File: src/rtl/minimizer_pkg.sv
// Shared defaults and types for the minimizer scheduler slice.
package minimizer_pkg;

  localparam int DEF_WINDOW = 49;
  localparam int DEF_HASH_W = 32;
  localparam int DEF_IDX_W  = $clog2(DEF_WINDOW);

  typedef enum logic [1:0] {
    FILL = 2'd0,
    SCAN = 2'd1,
    EMIT = 2'd2
  } state_t;

  typedef logic [DEF_HASH_W-1:0] hash_t;

endpackage

File: src/rtl/window_ring_buf.sv
// Circular window storage: one write port, saturating fill counter and a
// read port addressed by logical offset from the oldest entry.
module window_ring_buf
  import minimizer_pkg::*;
#(
  parameter int WINDOW = DEF_WINDOW,
  parameter int HASH_W = DEF_HASH_W,
  parameter int IDX_W  = $clog2(WINDOW),
  parameter int CNT_W  = $clog2(WINDOW + 1)
) (
  input  logic              clk,
  input  logic              rstN,
  input  logic              clear,
  input  logic              wrEn,
  input  logic [HASH_W-1:0] wrData,
  input  logic [IDX_W-1:0]  rdIdx,
  output logic [HASH_W-1:0] rdData,
  output logic [CNT_W-1:0]  fillCnt
);

  localparam logic [IDX_W-1:0] LAST_PTR = IDX_W'(WINDOW - 1);
  localparam logic [CNT_W-1:0] FULL_CNT = CNT_W'(WINDOW);
  localparam logic [IDX_W:0]   WRAP     = (IDX_W + 1)'(WINDOW);

  logic [HASH_W-1:0] mem [WINDOW];
  logic [IDX_W-1:0]  wrPtr;
  logic [IDX_W:0]    rdSum;
  logic [IDX_W-1:0]  rdAddr;

  // Write pointer wraps at WINDOW-1; once full, wrPtr also marks the oldest entry.
  always_ff @(posedge clk or negedge rstN) begin
    if (!rstN) begin
      wrPtr   <= '0;
      fillCnt <= '0;
    end else if (clear) begin
      wrPtr   <= '0;
      fillCnt <= '0;
    end else if (wrEn) begin
      wrPtr <= (wrPtr == LAST_PTR) ? '0 : wrPtr + IDX_W'(1);
      if (fillCnt != FULL_CNT) fillCnt <= fillCnt + CNT_W'(1);
    end
  end

  // Storage contents need no reset; fillCnt says what is meaningful.
  always_ff @(posedge clk) begin
    if (wrEn && !clear) mem[wrPtr] <= wrData;
  end

  // Logical offset to physical slot: (wrPtr + rdIdx) mod WINDOW.
  always_comb begin
    rdSum  = {1'b0, wrPtr} + {1'b0, rdIdx};
    rdAddr = (rdSum >= WRAP) ? IDX_W'(rdSum - WRAP) : rdSum[IDX_W-1:0];
    rdData = mem[rdAddr];
  end

endmodule

File: src/rtl/minimizer_scheduler.sv
// Streaming minimizer controller: fills a sliding window of hashes, scans it
// oldest-first one entry per cycle and hands out the minimum via valid/ready.
//
// state | meaning
// FILL  | accepting hashes until the window is (re)completed
// SCAN  | sequential strict-less minimum search, oldest entry first
// EMIT  | result held on minVal/minPos until minReady
module minimizer_scheduler
  import minimizer_pkg::*;
#(
  parameter int WINDOW = DEF_WINDOW,
  parameter int HASH_W = DEF_HASH_W,
  parameter int IDX_W  = $clog2(WINDOW)
) (
  input  logic              clk,
  input  logic              rstN,
  input  logic              flush,
  input  logic [HASH_W-1:0] hashIn,
  input  logic              hashValid,
  output logic              hashReady,
  output logic [HASH_W-1:0] minVal,
  output logic [IDX_W-1:0]  minPos,
  output logic              minValid,
  input  logic              minReady,
  output logic              busy
);

  localparam int              CNT_W     = $clog2(WINDOW + 1);
  localparam logic [IDX_W-1:0] LAST_IDX = IDX_W'(WINDOW - 1);
  localparam logic [CNT_W-1:0] LAST_CNT = CNT_W'(WINDOW - 1);

  state_t            state;
  logic [IDX_W-1:0]  scanIdx;
  logic [HASH_W-1:0] runMin;
  logic [IDX_W-1:0]  runPos;
  logic [HASH_W-1:0] rdData;
  logic [CNT_W-1:0]  fillCnt;
  logic              accept;
  logic              completes;
  logic              isLess;
  logic [HASH_W-1:0] nextMin;
  logic [IDX_W-1:0]  nextPos;

  assign hashReady = (state == FILL) && !flush;
  assign accept    = hashValid && hashReady;
  // Full window before this accept, or last slot being filled now.
  assign completes = (fillCnt >= LAST_CNT);

  window_ring_buf #(
    .WINDOW (WINDOW),
    .HASH_W (HASH_W),
    .IDX_W  (IDX_W),
    .CNT_W  (CNT_W)
  ) u_ring (
    .clk     (clk),
    .rstN    (rstN),
    .clear   (flush),
    .wrEn    (accept),
    .wrData  (hashIn),
    .rdIdx   (scanIdx),
    .rdData  (rdData),
    .fillCnt (fillCnt)
  );

  // Strict-less replace keeps the oldest entry on ties.
  always_comb begin
    isLess  = (rdData < runMin);
    nextMin = isLess ? rdData : runMin;
    nextPos = isLess ? scanIdx : runPos;
  end

  // Sequencer with registered result and busy; flush overrides every transition.
  always_ff @(posedge clk or negedge rstN) begin
    if (!rstN) begin
      state    <= FILL;
      scanIdx  <= '0;
      runMin   <= '1;
      runPos   <= '0;
      minVal   <= '0;
      minPos   <= '0;
      minValid <= 1'b0;
      busy     <= 1'b0;
    end else if (flush) begin
      state    <= FILL;
      scanIdx  <= '0;
      minValid <= 1'b0;
      busy     <= 1'b0;
    end else begin
      case (state)
        FILL: begin
          if (accept && completes) begin
            state   <= SCAN;
            busy    <= 1'b1;
            scanIdx <= '0;
            runMin  <= '1;
            runPos  <= '0;
          end
        end
        SCAN: begin
          if (scanIdx == LAST_IDX) begin
            minVal   <= nextMin;
            minPos   <= nextPos;
            minValid <= 1'b1;
            state    <= EMIT;
          end else begin
            runMin  <= nextMin;
            runPos  <= nextPos;
            scanIdx <= scanIdx + IDX_W'(1);
          end
        end
        EMIT: begin
          if (minReady) begin
            minValid <= 1'b0;
            busy     <= 1'b0;
            state    <= FILL;
          end
        end
        default: begin
          state    <= FILL;
          minValid <= 1'b0;
          busy     <= 1'b0;
        end
      endcase
    end
  end

endmodule

File: config.mk
export PLATFORM = sky130hd
export DESIGN_NAME = minimizer_scheduler
export DESIGN_NICKNAME = d
export VERILOG_FILES = /design/src/rtl/minimizer_pkg.sv /design/src/rtl/window_ring_buf.sv /design/src/rtl/minimizer_scheduler.sv
export SDC_FILE = /design/constraint.sdc
export NUM_CORES = 2
export LEC_CHECK = 0
export BUFFER_PORTS_ARGS = -buffer_cell sky130_fd_sc_hd__buf_2
export CAP_MARGIN = 20
export CORE_ASPECT_RATIO = 0.9
export CORE_MARGIN = 2
export CORE_UTILIZATION = 40
export CTS_CLUSTER_SIZE = 10
export DETAILED_ROUTE_END_ITERATION = 16
export HOLD_SLACK_MARGIN = 0.02
export PLACE_DENSITY = 0.65
export SLEW_MARGIN = 5
export SYNTH_ARGS = -nofsm -noshare
export SYNTH_HDL_FRONTEND = slang
export SYNTH_SLANG_ARGS = --single-unit
File: constraint.sdc
create_clock -name clk -period 6.8 [get_ports clk]
set_input_delay 1.02 -clock clk [delete_from_list [all_inputs] [get_ports clk]]
set_output_delay 1.02 -clock clk [all_outputs]
set_load 0.01 [all_outputs]
Word-level counts from Yosys, hierarchy flattened:

Memories as Yosys holds them, arrays and structs flattened.
Index checks and enable logic that the tools add are counted.
Widths: inputs -> output; s select.

* logic and storage cells: 82
* latch bits: 0
* memories kept: 1
* bits in registers: 98
* memory bits (writable): 1568
* memory bits (read-only): 0

* add/sub/neg operators: 5
* eq/ne operators: 13
* bitwise gates (word level): 1
* magnitude comparators: 3
* reductions and logical operators: 17
* divide/modulo/power cells: 0
* shifts and indexed selects: 0
* multiply operators: 0
* mux-type cells: 32

Memories
* u_ring.mem: depth 49, width 32, read ports 1, clocked after Yosys merged registers in 0, wr ports 1, RTL line window_ring_buf.sv:25 `logic [HASH_W-1:0] mem [WINDOW];`

Operator list (number)
* $mux 32: 3
* $mux 6: 12
* $pmux 32 s2: 1
* $lt 32x32->1: 1
* $pmux 6 s2: 2
* $add 6x1->6 const B: 3
* $reduce_and 3->1: 5
* $eq 6x6->1 const B: 2
* $ne 3x3->1 const B: 3
* $mux 2: 4
* $add 6x6->7: 1
* $ge 7x6->1 const B: 1
* $mux 1: 7
* $ge 6x6->1 const B: 1
* $ne 2x2->1 const B: 3
* $ne 6x6->1 const B: 1
* $pmux 1 s3: 2
* $pmux 2 s3: 1
* $reduce_bool 2->1: 3
* $sub 6x6->6 const B: 1
* $logic_and 1x1->1: 4
* $reduce_and 4->1: 1
* $ne 3x2->1 const B: 1
* $reduce_bool 3->1: 1
* 7 further kinds: 7

Depth between registers and ports, before layout:

An unclocked memory read counts as a cell.

* depth after elaboration: 8
* gate-level depth with buffers: 35
* gate-level depth less buffers: 28

By module:

From an unflattened synthesis, not the netlist that was laid out.

* cell total of the unflattened synthesis: 5629
* area, all modules: 80743.7 µm²

By module, submodules not included
* window_ring_buf: cells an instance 5064, instances 1, sequential area each 47385.4 µm², area each 75705.1 µm²
* minimizer_scheduler: cells an instance 565, instances 1, sequential area each 2192.1 µm², area each 5038.6 µm²

Worst setup path before layout:

OpenSTA, ideal clock, no wires.

* kind: flip-flop to flip-flop
* from: register u_ring.wrPtr[0]
* to: register runPos[2]
* path slack: 0.335 ns
* data arrival time: 6.346 ns
* data required time: 6.681 ns
* path buffers: 4
* period minus slack after synthesis: 6.465 ns
* cell stages (with the launch flop): 31
* library setup time: 0.119 ns
* path through: dfrtp_1 ha_1 inv_1 fa_1 xor2_1 nand3_1 a211o_1 a311oi_4 xnor2_1 buf_2 buf_2 mux4_2 a22o_1 a31oi_1 nand4_1 inv_1 ha_1 a21o_1 a21o_1 a21o_1 a21oi_1 nor2b_1 o21ai_0 nand2b_1 a21oi_1 o221a_2 clkbuf_1 clkbuf_1 nor2_1 a21oi_1 nand2_1

* cells in the longest elaborated chain, start to end: 8

RTL lines
* start, declared: RTL line window_ring_buf.sv:26 `logic [IDX_W-1:0] wrPtr;`
* start signal, assigned: RTL line window_ring_buf.sv:39 `wrPtr <= (wrPtr == LAST_PTR) ? '0 : wrPtr + IDX_W'(1);`
* $add 6x6->7 (*): RTL line window_ring_buf.sv:51 `rdSum = {1'b0, wrPtr} + {1'b0, rdIdx};`
* $sub 6x6->6 or $ge 7x6->1 (tied branches): RTL line window_ring_buf.sv:52 `rdAddr = (rdSum >= WRAP) ? IDX_W'(rdSum - WRAP) : rdSum[IDX_W-1:0];`
* $mux 6 (*): RTL line window_ring_buf.sv:52
* $mem_v2 49x32 (*)
* $lt 32x32->1 (*): RTL line minimizer_scheduler.sv:67 `isLess = (rdData < runMin);`
* $mux 6 (*): RTL line minimizer_scheduler.sv:69 `nextPos = isLess ? scanIdx : runPos;`
* $mux 6 (*): RTL line minimizer_scheduler.sv:100 `if (scanIdx == LAST_IDX) begin`
* $pmux 6 s2 (*): RTL line minimizer_scheduler.sv:89 `case (state)`
* end signal, assigned: RTL line minimizer_scheduler.sv:107 `runPos <= nextPos;`
* end, declared: RTL line minimizer_scheduler.sv:35 `logic [IDX_W-1:0] runPos;`

Mark *: on every way between the ends. The rest lies on a longest branch, timed or not. The select of a mux whose other input is x is not followed.
A chain may end at the register's enable or synchronous reset.

Worst setup path in the final report:

* from: register scanIdx[5]
* to: register runMin[28]

* cells in the longest elaborated chain, start to end: 8

RTL lines
* start, declared: RTL line minimizer_scheduler.sv:33 `logic [IDX_W-1:0] scanIdx;`
* start signal, assigned: RTL line minimizer_scheduler.sv:108 `scanIdx <= scanIdx + IDX_W'(1);`
* $add 6x6->7: RTL line window_ring_buf.sv:51
* $sub 6x6->6 or $ge 7x6->1 (tied branches): RTL line window_ring_buf.sv:52
* $mux 6: RTL line window_ring_buf.sv:52
* $mem_v2 49x32
* $lt 32x32->1: RTL line minimizer_scheduler.sv:67
* $mux 32: RTL line minimizer_scheduler.sv:68 `nextMin = isLess ? rdData : runMin;`
* $mux 32: RTL line minimizer_scheduler.sv:100
* $pmux 32 s2: RTL line minimizer_scheduler.sv:89
* end signal, assigned: RTL line minimizer_scheduler.sv:106 `runMin <= nextMin;`
* end, declared: RTL line minimizer_scheduler.sv:34 `logic [HASH_W-1:0] runMin;`

Several ways; a longest one is shown, not always the timed one. The select of a mux whose other input is x is not followed.

==> results.cfg <==
[worst_setup_path]
crit_start = scanIdx[5]
r2r_start = scanIdx[5]
cp_max_fo = 14
r2r_end = runMin[28]
crit_family = compound AO/OA/AOI/OAI gates
crit_end = runMin[28]
worstSetupPathType = register to register
cp.arrival_ns = 7.37
rr_worst_depth = 31
r2r_slack_ns = 0.15
cp_num_buf_inv = 9
start_kind = register
critPathMaxStageDelay_ns = 0.55
critPathRequiredTime_ns = 7.52
crit_path_end_kind = register
cp_num_cells = 31
slowest_stage = mux4_2
worst_path_most_repeated_cell = buf_6

[min_path]
worstHoldPathType = input pin to asynchronous set/reset pin

[floorplan]
die_w_um = 440.1
initial_core_util_pct = 40.13
dieHeight_um = 396.5
io_pins = 78
core_um2 = 170600
row_count = 144
die_area_um2 = 174500

[power_and_ir_drop]
power.leakage_uw = 0.02792
ir_worst_vdd_mv = 0.2836
power_per_cell_area_nw_per_um2 = 283.4

[logic_synthesis]
synth_edf_count = 1568
mappedNetlistArea_um2 = 68470
async_flop_share_pct = 5.882
synthCells = 4944
synth_nets = 5027
synthDistinctLibCells = 67
synth_area_per_cell_um2 = 13.85
ys_seq_elements = 1666
ys.flop_type = edfxtp_1
yosys_warnings = 0
synth_seq_area_share_pct = 72.41

[finish]
area_growth_pct = 17.22
drive_above_1_share_pct = 16.41
final_net_count = 5359
fin_area_um2 = 80260
n_fill_cell = 14590

[routing]
wire_per_inst_um = 25.21
vias = 43370
firstDrtPassIters = 6
routed_wl_mm = 191.7
ant_nets = 0
drt_iter0_markers = 4987
routed_via_density = 5.704
drc_errors = 0

[cts]
clkSinkCount = 1666
cts_tree = done
root_buffer = clkbuf_16
clockBufferDepth = 3
cts_max_level = 4
worst_skew_pair.late_latency_ns = 0.81
hold_buffers = 0
cts_buffers = 187
clk_pin_slew_worst_paths_ns = 0.06

[run]
cap_violations = 0

[global_routing]
grt_util_met2_pct = 32.95
grt.met3_usage_pct = 3.681
busiest_layer = met2
overflow = 0
grt_first_pass_wirelength_mm = 274.2
grt_pass1_vias = 41030
antenna_found_initial = 8
grt.total_usage_pct = 21.07
grt_max_degree = 106
met1_usage_pct = 29.84

[sta]
worstMarginPinSlew_ns = 1.149
setup_viol = 0
fmax_ghz = 0.1503
slew_violations = 0
layout_min_cycle_time_ns = 6.652
period_share_pct = 97.82
hold_violations = 0
maxSlewHeadroom_pct = 23.21
hold_ws_ns = 0.1586
fin_skew_ns = 0.03546

[placement]
gp_congestion = 0.8398
place_area_um2 = 73540
dp_hpwl_mm = 107.6
numPortBuffers = 77

[run_status]
status = completed
==> worst reg2reg max path, delay by kind of cell, from the launching register on <==
family | cells | cell delay, ns
compound gates | 10 | 2.02
xor+xnor | 1 | 0.17
fa+ha+maj | 2 | 0.59
buf+inv | 9 | 1.47
flops | 1 | 0.42
mux | 2 | 0.69
simple gates | 7 | 1.19
==> how the worst min path moves through the flow <==
stage,startpoint,endpoint,slack [ns],cells after the start
3_5_place_dp,minPos[4],minPos[4],0.48,2
4_1_cts,rstN,minValid,0.13,1
2_1_floorplan,runPos[2],runPos[2],0.48,2
5_1_grt,rstN,minValid,0.17,1
3_3_place_gp,minPos[4],minPos[4],0.48,2
6_report,rstN,minPos[3],0.16,1
==> layout make-up <==
type | count | area [um^2] | area share, %
Sequential cell | 1666 | 49580 | 61.77
Multi-Input combinational cell | 2888 | 17980 | 22.40
Clock buffer | 237 | 5014 | 6.247
Timing Repair Buffer | 454 | 4360 | 5.433
Tap cell | 2263 | 2831 | 3.528
Inverter | 79 | 296.5 | 0.3695
Clock inverter | 15 | 192.7 | 0.2401
Antenna cell | 2 | 5.005 | 0.006236
==> metrics by stage <==
step / setup TNS [ns] / utilization, % / setup WS [ns] / total power [uW] / std cells
after CTS: -0.01100 / 46.22 / -0.01100 / 22650 / 7508
after global placement: 0 / 43.08 / 0.03760 / 13760 / 7250
after global routing: -0.6083 / 47.04 / -0.04297 / 23460 / 7602
after detailed placement: -0.3323 / 43.10 / -0.03916 / 13800 / 7251
final: 0 / 47.04 / 0.1484 / 22750 / 7604
after floorplan: 0 / - / 0.3346 / 12880 / 4944
==> report_power, final <==
part	switching, uW	total, uW	internal [uW]
Combinational	1530	2460	938
Clock	3830	8930	5100
Sequential	33.5	11400	11300
==> cell usage after synthesis, types with 4 or more instances <==
master | count | share of area (%)
a31oi_1 | 64 | 0.58
a21o_1 | 14 | 0.15
nor2b_1 | 9 | 0.082
a21oi_1 | 25 | 0.18
a311o_1 | 63 | 0.92
or2_2 | 4 | 0.037
o22ai_1 | 33 | 0.30
and3_1 | 71 | 0.65
edfxtp_1 | 1568 | 69
nand3_1 | 524 | 3.8
mux2i_1 | 316 | 4.6
a22o_1 | 32 | 0.41
a22oi_1 | 34 | 0.37
o21ai_0 | 31 | 0.23
nand4_1 | 43 | 0.39
nor2_1 | 206 | 1.1
mux4_2 | 68 | 2.2
nand2b_1 | 7 | 0.064
buf_1 | 18 | 0.099
nand2_1 | 1148 | 6.3
nor3_1 | 6 | 0.044
inv_1 | 79 | 0.43
nand3b_1 | 8 | 0.088
dfstp_2 | 32 | 1.2
or3_1 | 5 | 0.046
o211ai_1 | 4 | 0.044
mux2_2 | 5 | 0.082
buf_2 | 91 | 0.67
clkbuf_1 | 195 | 1.1
buf_6 | 6 | 0.099
dfrtp_1 | 66 | 2.4
ha_1 | 45 | 0.82
xor2_1 | 5 | 0.064
a311oi_1 | 62 | 0.79
o31ai_1 | 5 | 0.055
==> routing by layer <==
metal	up-vias	wire (um)	part of all wire (%)
li1	19060	-	-
met1	21900	80360	42
met2	2081	88530	46
met3	334	16440	8.6
met4	4	6331	3.3
met5	-	30	0.016
==> cell usage in the layout (no fill, tap or decap), drive strengths merged, types with 68 or more instances in the layout <==
| cell type | instances |
|---|---|
| buf | 435 |
| nand2 | 1148 |
| nor2 | 206 |
| nand3 | 524 |
| edfxtp | 1568 |
| mux2i | 316 |
| and3 | 71 |
| inv | 84 |
| clkbuf | 255 |
| mux4 | 68 |
==> timing repair <==
item	CTS	global route
gates resized for setup	9	61
cloned	2	20
buffers inserted	3	72
pin swaps	4	27
setup endpoints to repair	31	76
==> registers in the layout, summed over array words and instances (netlist names) <==
register,flops
minPos,6
u_ring.fillCnt,6
minValid,1
runPos,6
minVal,32
busy,1
u_ring.wrPtr,6
u_ring.mem,1568
state,2
runMin,32
scanIdx,6
==> kinds of logic after synthesis <==
group | count (synthesis) | synth area share, %
buf+inv | 392 | 2.398
simple gates | 2041 | 12.76
xor+xnor | 8 | 0.1023
fa+ha+maj | 46 | 0.8516
compound gates | 399 | 4.479
flops | 1666 | 72.41
mux | 392 | 6.994
Power figures use the tool's default switching activity.
